[src/rtl/inst_loader_pkg.sv]
`default_nettype none
// ============================================================================
//  Module      : inst_loader_pkg
//  Description : Shared types and helpers for the instruction-memory loader.
//  Revision    : 1.0 - initial release
// ============================================================================
package inst_loader_pkg;

    // Loader control states; CHECK is only reachable in checksum builds.
    typedef enum logic [2:0] {
        IDLE  = 3'd0,
        RECV  = 3'd1,
        WRITE = 3'd2,
        CHECK = 3'd3,
        DONE  = 3'd4
    } state_e;

    localparam int WORD_BYTES = 4;

    // Word index to byte address of a 32-bit word-aligned memory.
    function automatic logic [31:0] word_to_byte_addr(input logic [31:0] word_idx);
        return word_idx << $clog2(WORD_BYTES);
    endfunction

endpackage : inst_loader_pkg
`default_nettype wire

[src/rtl/inst_loader_byte_packer.sv]
`default_nettype none
// ============================================================================
//  Module      : inst_loader_byte_packer
//  Description : Byte packer. Collects four accepted bytes into a 32-bit
//                word, first byte in the least significant lane.
//  Revision    : 1.0 - initial release
// ============================================================================
module inst_loader_byte_packer
    import inst_loader_pkg::*;
(
    input  logic        clock,
    input  logic        reset,
    input  logic        clear,
    input  logic        accept,
    input  logic [7:0]  byte_in,
    output logic [31:0] word,
    output logic        word_full
);

    logic [1:0]  cnt_q, cnt_d;
    logic [31:0] word_q, word_d;

    // Next lane counter and word contents: clear restarts, accept inserts.
    always_comb begin
        cnt_d  = cnt_q;
        word_d = word_q;
        if (clear) begin
            cnt_d  = 2'd0;
            word_d = 32'h0;
        end else if (accept) begin
            case (cnt_q)
                2'd0:    word_d[7:0]   = byte_in;
                2'd1:    word_d[15:8]  = byte_in;
                2'd2:    word_d[23:16] = byte_in;
                default: word_d[31:24] = byte_in;
            endcase
            cnt_d = cnt_q + 2'd1;
        end
    end

    // Lane counter and word register.
    always_ff @(posedge clock or negedge reset) begin
        if (!reset) begin
            cnt_q  <= 2'd0;
            word_q <= 32'h0;
        end else begin
            cnt_q  <= cnt_d;
            word_q <= word_d;
        end
    end

    assign word      = word_q;
    // High on the accept that fills the last lane of the word.
    assign word_full = accept && (cnt_q == 2'(WORD_BYTES - 1));

endmodule : inst_loader_byte_packer
`default_nettype wire

[src/rtl/inst_loader.sv]
`default_nettype none
// ============================================================================
//  Module      : inst_loader
//  Description : Boot-time loader. Receives a program as a byte stream,
//                packs it into words, writes consecutive instruction-memory
//                words and holds the CPU in reset until a load succeeds.
//                Optional: define INST_LOADER_CHECKSUM_EN to require a
//                trailing XOR checksum byte after the last word.
//  Revision    : 1.0 - initial release
// ============================================================================
module inst_loader
    import inst_loader_pkg::*;
#(
    parameter int          ADDR_WIDTH = 5,
    parameter logic [31:0] FILL_VALUE = 32'h00000000
) (
    input  logic                  clock,
    input  logic                  reset,
    input  logic                  start,
    input  logic [ADDR_WIDTH:0]   word_count,
    input  logic [7:0]            byte_in,
    input  logic                  byte_valid,
    output logic                  byte_ready,
    output logic                  mem_we,
    output logic [31:0]           mem_addr,
    output logic [31:0]           mem_wdata,
    output logic                  cpu_hold,
    output logic                  busy,
    output logic                  done,
    output logic                  error
);

    // Memory capacity in words, expressed in the index width.
    localparam logic [ADDR_WIDTH:0] MAX_WORDS = {1'b1, {ADDR_WIDTH{1'b0}}};

    state_e                state_q, state_d;
    logic [ADDR_WIDTH:0]   index_q, index_d;
    logic [ADDR_WIDTH:0]   count_q, count_d;
    logic                  done_q,  done_d;
    logic                  error_q, error_d;

    logic                  recv_accept;
    logic                  packer_clear;
    logic                  word_full;
    logic [31:0]           packed_word;
    logic                  idle_like;

`ifdef INST_LOADER_CHECKSUM_EN
    logic [7:0]            csum_q, csum_d;
`endif

    // No memory fill path exists in this block; the value is kept for
    // interface compatibility with integrations that pass it.
    logic unused_fill;
    assign unused_fill = ^FILL_VALUE;

    assign idle_like    = (state_q == IDLE) || (state_q == DONE);
    assign recv_accept  = byte_valid && (state_q == RECV);
    assign packer_clear = start && idle_like;

    inst_loader_byte_packer u_packer (
        .clock     (clock),
        .reset     (reset),
        .clear     (packer_clear),
        .accept    (recv_accept),
        .byte_in   (byte_in),
        .word      (packed_word),
        .word_full (word_full)
    );

    // Next-state and output decode for the load sequence.
    always_comb begin
        state_d    = state_q;
        index_d    = index_q;
        count_d    = count_q;
        done_d     = done_q;
        error_d    = error_q;
        byte_ready = 1'b0;
        mem_we     = 1'b0;
        busy       = 1'b0;
        cpu_hold   = 1'b1;
`ifdef INST_LOADER_CHECKSUM_EN
        csum_d     = csum_q;
`endif
        case (state_q)
            IDLE, DONE: begin
                // Only a clean completed load releases the CPU.
                if (state_q == DONE) begin
                    cpu_hold = error_q;
                end
                if (start) begin
                    done_d  = 1'b0;
                    error_d = 1'b0;
                    index_d = '0;
`ifdef INST_LOADER_CHECKSUM_EN
                    csum_d  = 8'h00;
`endif
                    if (word_count == '0) begin
                        done_d  = 1'b1;
                        state_d = DONE;
                    end else if (word_count > MAX_WORDS) begin
                        error_d = 1'b1;
                        state_d = DONE;
                    end else begin
                        count_d = word_count;
                        state_d = RECV;
                    end
                end
            end
            RECV: begin
                byte_ready = 1'b1;
                busy       = 1'b1;
`ifdef INST_LOADER_CHECKSUM_EN
                if (recv_accept) begin
                    csum_d = csum_q ^ byte_in;
                end
`endif
                if (word_full) begin
                    state_d = WRITE;
                end
            end
            WRITE: begin
                mem_we = 1'b1;
                busy   = 1'b1;
                // The index stays on the last word so the final address
                // never wraps past the top of memory.
                if ((index_q + 1'b1) == count_q) begin
`ifdef INST_LOADER_CHECKSUM_EN
                    state_d = CHECK;
`else
                    done_d  = 1'b1;
                    state_d = DONE;
`endif
                end else begin
                    index_d = index_q + 1'b1;
                    state_d = RECV;
                end
            end
`ifdef INST_LOADER_CHECKSUM_EN
            CHECK: begin
                byte_ready = 1'b1;
                busy       = 1'b1;
                if (byte_valid) begin
                    if (byte_in == csum_q) begin
                        done_d  = 1'b1;
                    end else begin
                        error_d = 1'b1;
                    end
                    state_d = DONE;
                end
            end
`endif
            default: begin
                state_d = IDLE;
            end
        endcase
    end

    // Control state registers.
    always_ff @(posedge clock or negedge reset) begin
        if (!reset) begin
            state_q <= IDLE;
            index_q <= '0;
            count_q <= '0;
            done_q  <= 1'b0;
            error_q <= 1'b0;
        end else begin
            state_q <= state_d;
            index_q <= index_d;
            count_q <= count_d;
            done_q  <= done_d;
            error_q <= error_d;
        end
    end

`ifdef INST_LOADER_CHECKSUM_EN
    // Running XOR of every program byte accepted in this load.
    always_ff @(posedge clock or negedge reset) begin
        if (!reset) begin
            csum_q <= 8'h00;
        end else begin
            csum_q <= csum_d;
        end
    end
`endif

    assign mem_addr  = word_to_byte_addr(32'(index_q));
    assign mem_wdata = packed_word;
    assign done      = done_q;
    assign error     = error_q;

endmodule : inst_loader
`default_nettype wire
[config.mk]
export PLATFORM = sky130hd
export DESIGN_NAME = inst_loader
export DESIGN_NICKNAME = d
export VERILOG_FILES = /design/src/rtl/inst_loader_pkg.sv /design/src/rtl/inst_loader_byte_packer.sv /design/src/rtl/inst_loader.sv
export SDC_FILE = /design/constraint.sdc
export NUM_CORES = 1
export LEC_CHECK = 0
export CORE_MARGIN = 1.5
export CORE_UTILIZATION = 50
export DETAILED_ROUTE_END_ITERATION = 8
export GPL_ROUTABILITY_DRIVEN = 0
export PLACE_DENSITY = 0.86
export SLEW_MARGIN = 30
export SYNTH_ARGS = -nofsm -noshare
export SYNTH_HDL_FRONTEND = slang
export SYNTH_SLANG_ARGS = --single-unit
export TNS_END_PERCENT = 30
[constraint.sdc]
create_clock -name clock -period 3.3 [get_ports clock]
set_clock_uncertainty 0.2 [all_clocks]
set_input_delay 0.99 -clock clock [delete_from_list [all_inputs] [get_ports clock]]
set_output_delay 0.99 -clock clock [all_outputs]
set_load 0.005 [all_outputs]
==> results summary, run 1 <==
The flow ran to the end, and the final reports show no timing, DRC or antenna violations. Sorting the synthesized cells by area gives the leading types as sky130_fd_sc_hd__dfrtp_1, sky130_fd_sc_hd__buf_4, sky130_fd_sc_hd__a21oi_1, sky130_fd_sc_hd__nand3_1, sky130_fd_sc_hd__nand2_1. CTS saw 51 sinks.

For this block, the routed nets add up to 5998 um of wire. The fraction of registers with async set/reset is 100.0%. The number of buffer cells added on primary ports came out at 61. The post-synthesis area per instance is 9.267 um^2. The register area share after synthesis came out at between 40% and 50%. The diode insertion count for antenna repair is 0.

The final routed wire length divided by cell count is 14.38 um. For this configuration, the core starts out at a cell density of 51.92%. The source of the worst register-to-register timing path is index_q[0].

The die is 76.06 um tall. The total length of routed met2 wires came out at between 3000 and 4000 um. Summed over all nets, the half-perimeter wirelength after detailed placement is around 4400 um. The share of the synthesized area in the top cell type came out at 47.82%. The switching share of power came out at 34.52%. The largest voltage drop on the vdd net is 0.0003279 V. Once detail routing completed, the nets flagged for antenna violations numbered 0. On the final layout, the worst hold slack is 323.4 ps. Per report_power, the clock group accounts for 19.6% of the total. The final layout net count is 369. The worst path required time came out at 2110 ps. The detailed-routed wire length on met3 came out at 425 um. The worst hold path belongs to the class flip-flop to flip-flop. The hold path startpoint is state_q[0]. The initial antenna violation count came to 0. Entering global routing, the biggest net connects 52 pins. The critical path in this run is classified as flip-flop to output port. The number of fill cells is 437. The time the worst path needs with I/O delays and setup came out at 3144 ps. The proportion of power drawn by combinational gates came out at a little over a third. For this design the top-level I/O count stands at 88. The setup fix buffers added after clock tree synthesis is 0.

The worst max-slew margin expressed relative to the limit is 56.88%. The remaining global-route overflow came out at 0. The wire length of the first global-routing pass came out at roughly 9800 um.

The via total after detailed routing is 2251. The sequential fraction of design power came out at approximately 45%. Yosys mapped a number of flops with a built-in enable equal to 0. Of the available clock period, the critical path in the final layout requires 95.26%. Using the TritonRoute via totals, the vias-per-cell ratio works out to ~5.4.

For this block, wires on met1 add up to 2417 um. The internal power contribution came out at 1.218 mW. STA classifies the critical path startpoint as a flip-flop. The number of hold-repair buffers added at the cts stage is 0. The DRC marker count from the first detailed-route iteration is 155. Global routing consumed, over all layers together, 21.21% of the routing resources. The final sum of negative setup slack came out at 0 ps.

Summing every instance area after synthesis gives 2669 um^2. OpenSTA, run right after detailed placement, puts the worst setup slack at 111.5 ps. The synthesized design contains 51 register bits. Setup repair after global routing left no endpoint under its margin. The depth of the worst register-to-register path is 7. The final setup violation count is 0. The cell count after synthesis is 288. The master cell of the clock root buffer is sky130_fd_sc_hd__clkbuf_8. The largest buffer count on any clock path came out at 2.

The number of unique standard cell types used by synthesis is 45. The count of H-tree levels built during CTS is 2. STA classifies the critical path endpoint as an output port.

The total of cells resized after clock tree synthesis came out at 1. The number of cells on the worst hold path is 1. In this run the worst setup path begins at state_q[2].

Yosys printed 0 warnings. The clock latency on the worst-skew pair came out at 310 ps. The net switching power of the design came out at 0.6419 mW. The final worst setup slack is 156.5 ps. After synthesis, the most frequently instantiated cells are sky130_fd_sc_hd__dfrtp_1, sky130_fd_sc_hd__nand2_1, sky130_fd_sc_hd__a21oi_1, sky130_fd_sc_hd__nand3_1, sky130_fd_sc_hd__buf_4.

Across the run, the number of max-cap violations was 0. The data arrival time of the critical path is 1950 ps. The slew of the pin with the lowest slew margin is 646.9 ps. The register-to-register path setup slack came out at roughly 790 ps. In this run the static leakage power is 1.419 nW. The dominant cell by count in the synthesized netlist is sky130_fd_sc_hd__dfrtp_1. Of all nets on the critical path, the largest fanout is 10. The first TritonRoute pass finished after 4 iterations. The highest metal layer with signal wires is met4. The CTS tree is yes. The worst hold path terminates at state_q[2]. The clock transition time at the flip-flop clock pins of the worst setup and hold paths is 90 ps.

The floorplan row count is 26. The core footprint is 5140 um^2. The cell type with the largest total area after synthesis is sky130_fd_sc_hd__dfrtp_1. The die width came out at 76.06 um. The hold violation total from the final report came out at 0.

The share of final-layout standard cells stronger than drive strength 1 came out at 9.222%. The die footprint came out at 5785 um^2. The maximum achievable frequency is 0.3181 GHz. The power density normalized to cell area came out at 558.1 nW/um^2. The number of max-slew violations in the final report came out at 0. The endpoint identified for the worst register-to-register timing path is index_q[3]. The via count of the first global-routing pass came out at 2091. Buffers inserted during clock tree synthesis total 5. From synthesis to final layout, the design area changed by 24.85%.

The final routed DRC violation total is 0. The primary flip-flop cell chosen by synthesis mapping is sky130_fd_sc_hd__dfrtp_1.
## through the flow
| step | total power, mW | utilization [%] | cell area (um^2) | std cells |
|---|---|---|---|---|
| finish | 1.859 | 64.82 | 3332 | 417 |
| global route | 1.984 | 64.82 | 3332 | 417 |
| CTS | 1.873 | 64.78 | 3329 | 417 |
| detailed placement | 1.506 | 63.02 | 3239 | 409 |
| global placement | 1.484 | 63.02 | 3239 | 409 |
| floorplan | 1.232 | - | 2763 | 313 |
## layout make-up
type	instances	area [um^2]	area share, %
flip-flops and latches	51	1276	38.30
multi-input cells	213	1194	35.82
clock buffers	6	72.57	2.178
clock inverters	2	16.27	0.4882
inverters	7	27.53	0.8261
repair buffers	68	658.1	19.75
well taps	70	87.58	2.629
## routing by layer
layer / vias to the layer above / global-route usage (%)
li1: 1060 / -
met1: 1087 / 26.33
met2: 91 / 35.59
met3: 13 / 5.030
met4: 0 / 8.889
met5: - / 0
## cells by family after synthesis
family                   Yosys count  share of synthesized area (%)
flip-flops                        51                          47.82
AND/OR/NAND/NOR                  112                          20.58
multiplexers                       6                          2.531
XOR/XNOR                           9                          3.235
other                              1                         0.1405
AO/OA/AOI/OAI                     55                          12.28
buffers and inverters             49                          11.06
adder cells (fa/ha/maj)            5                          2.344
## sequential cells by signal, indices dropped and copies added, names as in the netlist
name / flops
error: 1
u_packer.cnt_q: 2
done: 1
state_q: 3
count_q: 6
u_packer.word: 32
index_q: 6
## cell usage in the layout (no fill, tap or decap), drive strengths merged, types with 2 or more instances in the layout
cell type / netlist / layout
clkdlybuf4s50: 0 / 60
dfrtp: 51 / 51
nand2: 44 / 44
nand3: 36 / 36
a21oi: 36 / 36
conb: 1 / 26
nor2: 8 / 8
buf: 31 / 8
inv: 6 / 7
xnor2: 7 / 7
mux2: 6 / 6
o21ai: 6 / 6
clkbuf: 11 / 6
ha: 5 / 5
or3: 4 / 4
o211ai: 3 / 3
a211o: 3 / 3
nor3b: 2 / 2
and2: 2 / 2
nor2b: 2 / 2
xor2: 2 / 2
and3: 2 / 2
a211oi: 2 / 2
nor4: 2 / 2
or2: 2 / 2
or4: 2 / 2
## worst max-delay path by stage
stage | end | slack, ps | cells after the start
final | busy | 160 | 4
after global routing | busy | 50 | 3
after CTS | busy | 50 | 4
after detailed placement | count_q[2] | 110 | 6
after global placement | count_q[2] | 150 | 6
after floorplan | count_q[0] | 680 | 5
## critical path: stages (launching register included)
cell and delay [ps]:
sky130_fd_sc_hd__dfrtp_1 420, sky130_fd_sc_hd__or3b_4 470, sky130_fd_sc_hd__clkinv_2 130, sky130_fd_sc_hd__or2_2 130, sky130_fd_sc_hd__clkdlybuf4s50_1 500
## power by group through the flow
| stage | Clock [mW] | Sequential (mW) | Combinational [mW] |
|---|---|---|---|
| finish | 0.365 | 0.831 | 0.664 |
| global route | 0.404 | 0.847 | 0.733 |
| CTS | 0.375 | 0.830 | 0.668 |
| detailed placement | 0 | 0.840 | 0.666 |
| global placement | 0 | 0.837 | 0.647 |
| floorplan | 0 | 0.825 | 0.407 |
(Power assumes the default switching activity.)
==> run 2, diff against run 1 <==
--- a/config.mk
+++ b/config.mk
@@ -6,10 +6,10 @@
 export NUM_CORES = 1
 export LEC_CHECK = 0
 export CORE_MARGIN = 1.5
-export CORE_UTILIZATION = 50
+export CORE_UTILIZATION = 46
 export DETAILED_ROUTE_END_ITERATION = 8
 export GPL_ROUTABILITY_DRIVEN = 0
-export PLACE_DENSITY = 0.86
+export PLACE_DENSITY = 0.8
 export SLEW_MARGIN = 30
 export SYNTH_ARGS = -nofsm -noshare
 export SYNTH_HDL_FRONTEND = slang
==> constraint.sdc (replaced) <==
create_clock -name clock -period 3 [get_ports clock]
set_clock_uncertainty 0.2 [all_clocks]
set_input_delay 0.9 -clock clock [delete_from_list [all_inputs] [get_ports clock]]
set_output_delay 0.9 -clock clock [all_outputs]
set_load 0.005 [all_outputs]
==> run 2 against run 1 <==
  * Clock power up 53%
  * Register-to-register slack got worse by 210 ps
  * Core utilization down 3.0 points
  * Total power rose by 20%
  * Hold slack got worse by 8.5 ps
  * Critical path depth stayed put
  * Via count about the same
  * Flip-flop and latch count unchanged
  * Final cell count grew 1.2%
  * Count of clock-buffer cells in the layout did not move
  * Sequential power up 10%
==> results summary, run 2 (same netlist as run 1, synthesis figures left out) <==
The share of final-layout standard cells stronger than drive strength 1 is 9.714% (+0.49 points). The total power came to 2.224 mW (+20%). The data arrival time of the critical path is 1810 ps (-140 ps). The area of all placed cells without fillers came out at 3427 um^2 (+2.9%). The final sum of negative setup slack came out at 0 ps (unchanged). The net switching power of the design came out at 0.7073 mW (+10%).

The sequential fraction of design power came out at 41.1% (-3.6 points). The count of non-filler cells in the finished layout came to 422 (+1.2%). The number of fill cells came out at 499 (+14%). The initial antenna violation count is 0 (unchanged). Leaving out fill and tap cells, the most frequent cells in the layout are sky130_fd_sc_hd__clkdlybuf4s50_1, sky130_fd_sc_hd__dfrtp_1, sky130_fd_sc_hd__nand2_1, sky130_fd_sc_hd__nand3_1, sky130_fd_sc_hd__a21oi_1. The maximum number of pins on one net before global-route repair came out at 36 (-31%). The worst hold slack after final layout came out at 314.9 ps (-8.528 ps).

The final worst setup slack came to 89.53 ps (-66.97 ps). The detailed-routed wire length on met3 is 333 um (-22%). The diode insertion count for antenna repair is 0 (unchanged). The total global-route track usage came to 20.54% (-0.67 points). The final layout net count is 372 (+0.81%). The number of placed instances with taps included is 413 (+0.98%). STA classifies the critical path startpoint as a flip-flop. The core footprint is 5540 um^2 (+7.8%). The slew of the pin with the lowest slew margin is 546.7 ps (-100.2 ps). The final setup violation count came to 0 (unchanged). The power density normalized to cell area is 648.8 nW/um^2 (+16%). The number of max-slew violations in the final report came out at 0 (unchanged). The clock buffer count from CTS was 5 (unchanged).

The highest metal layer carrying signal wires in the routed design is met4. The detailed-router iteration count before antenna repair came to 4 (unchanged). The worst hold-check path type is flip-flop to flip-flop. The aggregate routed wire length is 6232 um (+3.9%). The worst setup path is captured at an output port.

The wire length of the first global-routing pass is 9977 um (+1.4%). The post-synthesis to final-layout area growth is 28.41%. The ratio of routed vias to standard cells came out at 5.339 (-1.1%). The effective utilization at floorplan is 48.17% (-3.8 points). The hold violation total from the final report came out at 0 (unchanged).

The leading cell type in the layout, fill and taps excluded is sky130_fd_sc_hd__clkdlybuf4s50_1. The fraction of power consumed by the clock network is 25.2% (+5.6 points). The clock transition time at the flip-flop clock pins of the worst setup and hold paths is 90 ps (about the same).

The run finished with clean final reports. The CTS tree is yes. The floorplan row count came out at 27 (+3.8%). The proportion of power drawn by combinational gates is 33.7% (-2.0 points). The largest voltage drop on the vdd net is 0.0003685 V (+12%). The die footprint is 6268 um^2 (+8.3%). Setup repair after global routing left no endpoint under its margin. The count of H-tree levels built during CTS is 2 (unchanged). The internal power contribution came out at 1.516 mW (+25%). The final routed DRC violation total is 0 (unchanged). The die extent in y came out at 79.17 um (+4.1%).

The tree is rooted in a sky130_fd_sc_hd__clkbuf_8. The maximum achievable frequency came out at 0.3436 GHz. The length of routed wiring on met1 is 2622 um (+8.5%). The remaining global-route overflow came out at 0 (unchanged). The half-perimeter wire length of the detailed placement result came out at 4559 um (+4.0%). The start-to-end type of the worst setup path is flip-flop to output port. The via total after detailed routing came out at 2253 (+0.089%). The reported max-cap violation count was 0 (unchanged).

The number of sinks on the clock net was 51 (unchanged). The number of buffer cells added on primary ports came out at 61 (unchanged). The reported leakage power came to 1.460 nW (+2.9%). The post-route antenna net violation count is 0 (unchanged). The maximum fanout count along the critical path is 4 (-6). The DRC marker count from the first detailed-route iteration came out at 161 (+3.9%). The final period utilization came out at 97.02%.

The final routed wire length divided by cell count came out at 14.77 um (+2.7%). The worst max-slew margin expressed relative to the limit is 63.55% (+6.7 points). The worst path required time is 1900 ps (-210 ps). The instance area after placement is 3282 um^2 (+1.3%).

The flip-flop count of the largest register after layout came to 32 (unchanged). The largest buffer count on any clock path came out at 2 (unchanged). The number of I/O pins was 88 (unchanged). The total length of routed met2 wires came out at 3213 um (+5.6%). The switching share of power is 31.81% (-2.7 points). The via count of the first global-routing pass came to 2072 (-0.91%). The clock latency on the worst-skew pair is 300 ps (about the same). The time the worst path needs with I/O delays and setup is 2910 ps.

The worst setup slack before clock tree synthesis is -14.06 ps (-125.5 ps). The core occupancy in the finished layout is 61.86% (-3.0 points). The die width is 79.17 um (+4.1%).
## run 2: repair_timing
item | 4_1_cts | 5_1_grt
hold buffers | 0 | 0
setup endpoints to repair | 0 | 1
resized for setup | 0 | 1
buffers inserted | 0 | 1
## run 2: area by class of cell
type	count	area, um^2	area share [%]
Inverter	7	26.28	0.7667
Sequential cell	51	1276	37.24
Tap cell	72	90.09	2.629
Clock buffer	6	72.57	2.118
Clock inverter	2	60.06	1.752
Multi-Input combinational cell	213	1196	34.90
Timing Repair Buffer	71	705.7	20.59
## run 2: path summary, 6_finish.rpt
kind                            start                end  slack [ps]  cells past startpoint
setup / recovery           state_q[2]               busy          90                      4
hold / removal                   done               done         310                      2
min in group asynchronous       reset         index_q[3]         370                      1
hold reg to reg                  done               done         310                      2
max in group asynchronous       reset  u_packer.word[23]        1680                      2
setup reg to reg           index_q[0]         index_q[3]         580                      7
## run 2: layer usage
metal  track usage (%)  up-vias
met1             26.44     1109
met5                 0        -
met2             35.13       77
li1                  -     1060
met4             5.263        0
met3             4.368        7
## run 2: power by group through the flow
stage	Sequential (mW)	Combinational (mW)	Clock [mW]
floorplan	0.907	0.447	0
detailed placement	0.925	0.744	0
finish	0.914	0.750	0.560
global placement	0.923	0.721	0
CTS	0.914	0.745	0.573
global route	0.930	0.824	0.598
## run 2: worst max-delay path, stage by stage (launching register included)
cell and delay [ps]:
sky130_fd_sc_hd__dfrtp_1 430, sky130_fd_sc_hd__or3b_1 410, sky130_fd_sc_hd__clkinv_1 90, sky130_fd_sc_hd__or2_2 100, sky130_fd_sc_hd__clkdlybuf4s50_1 480
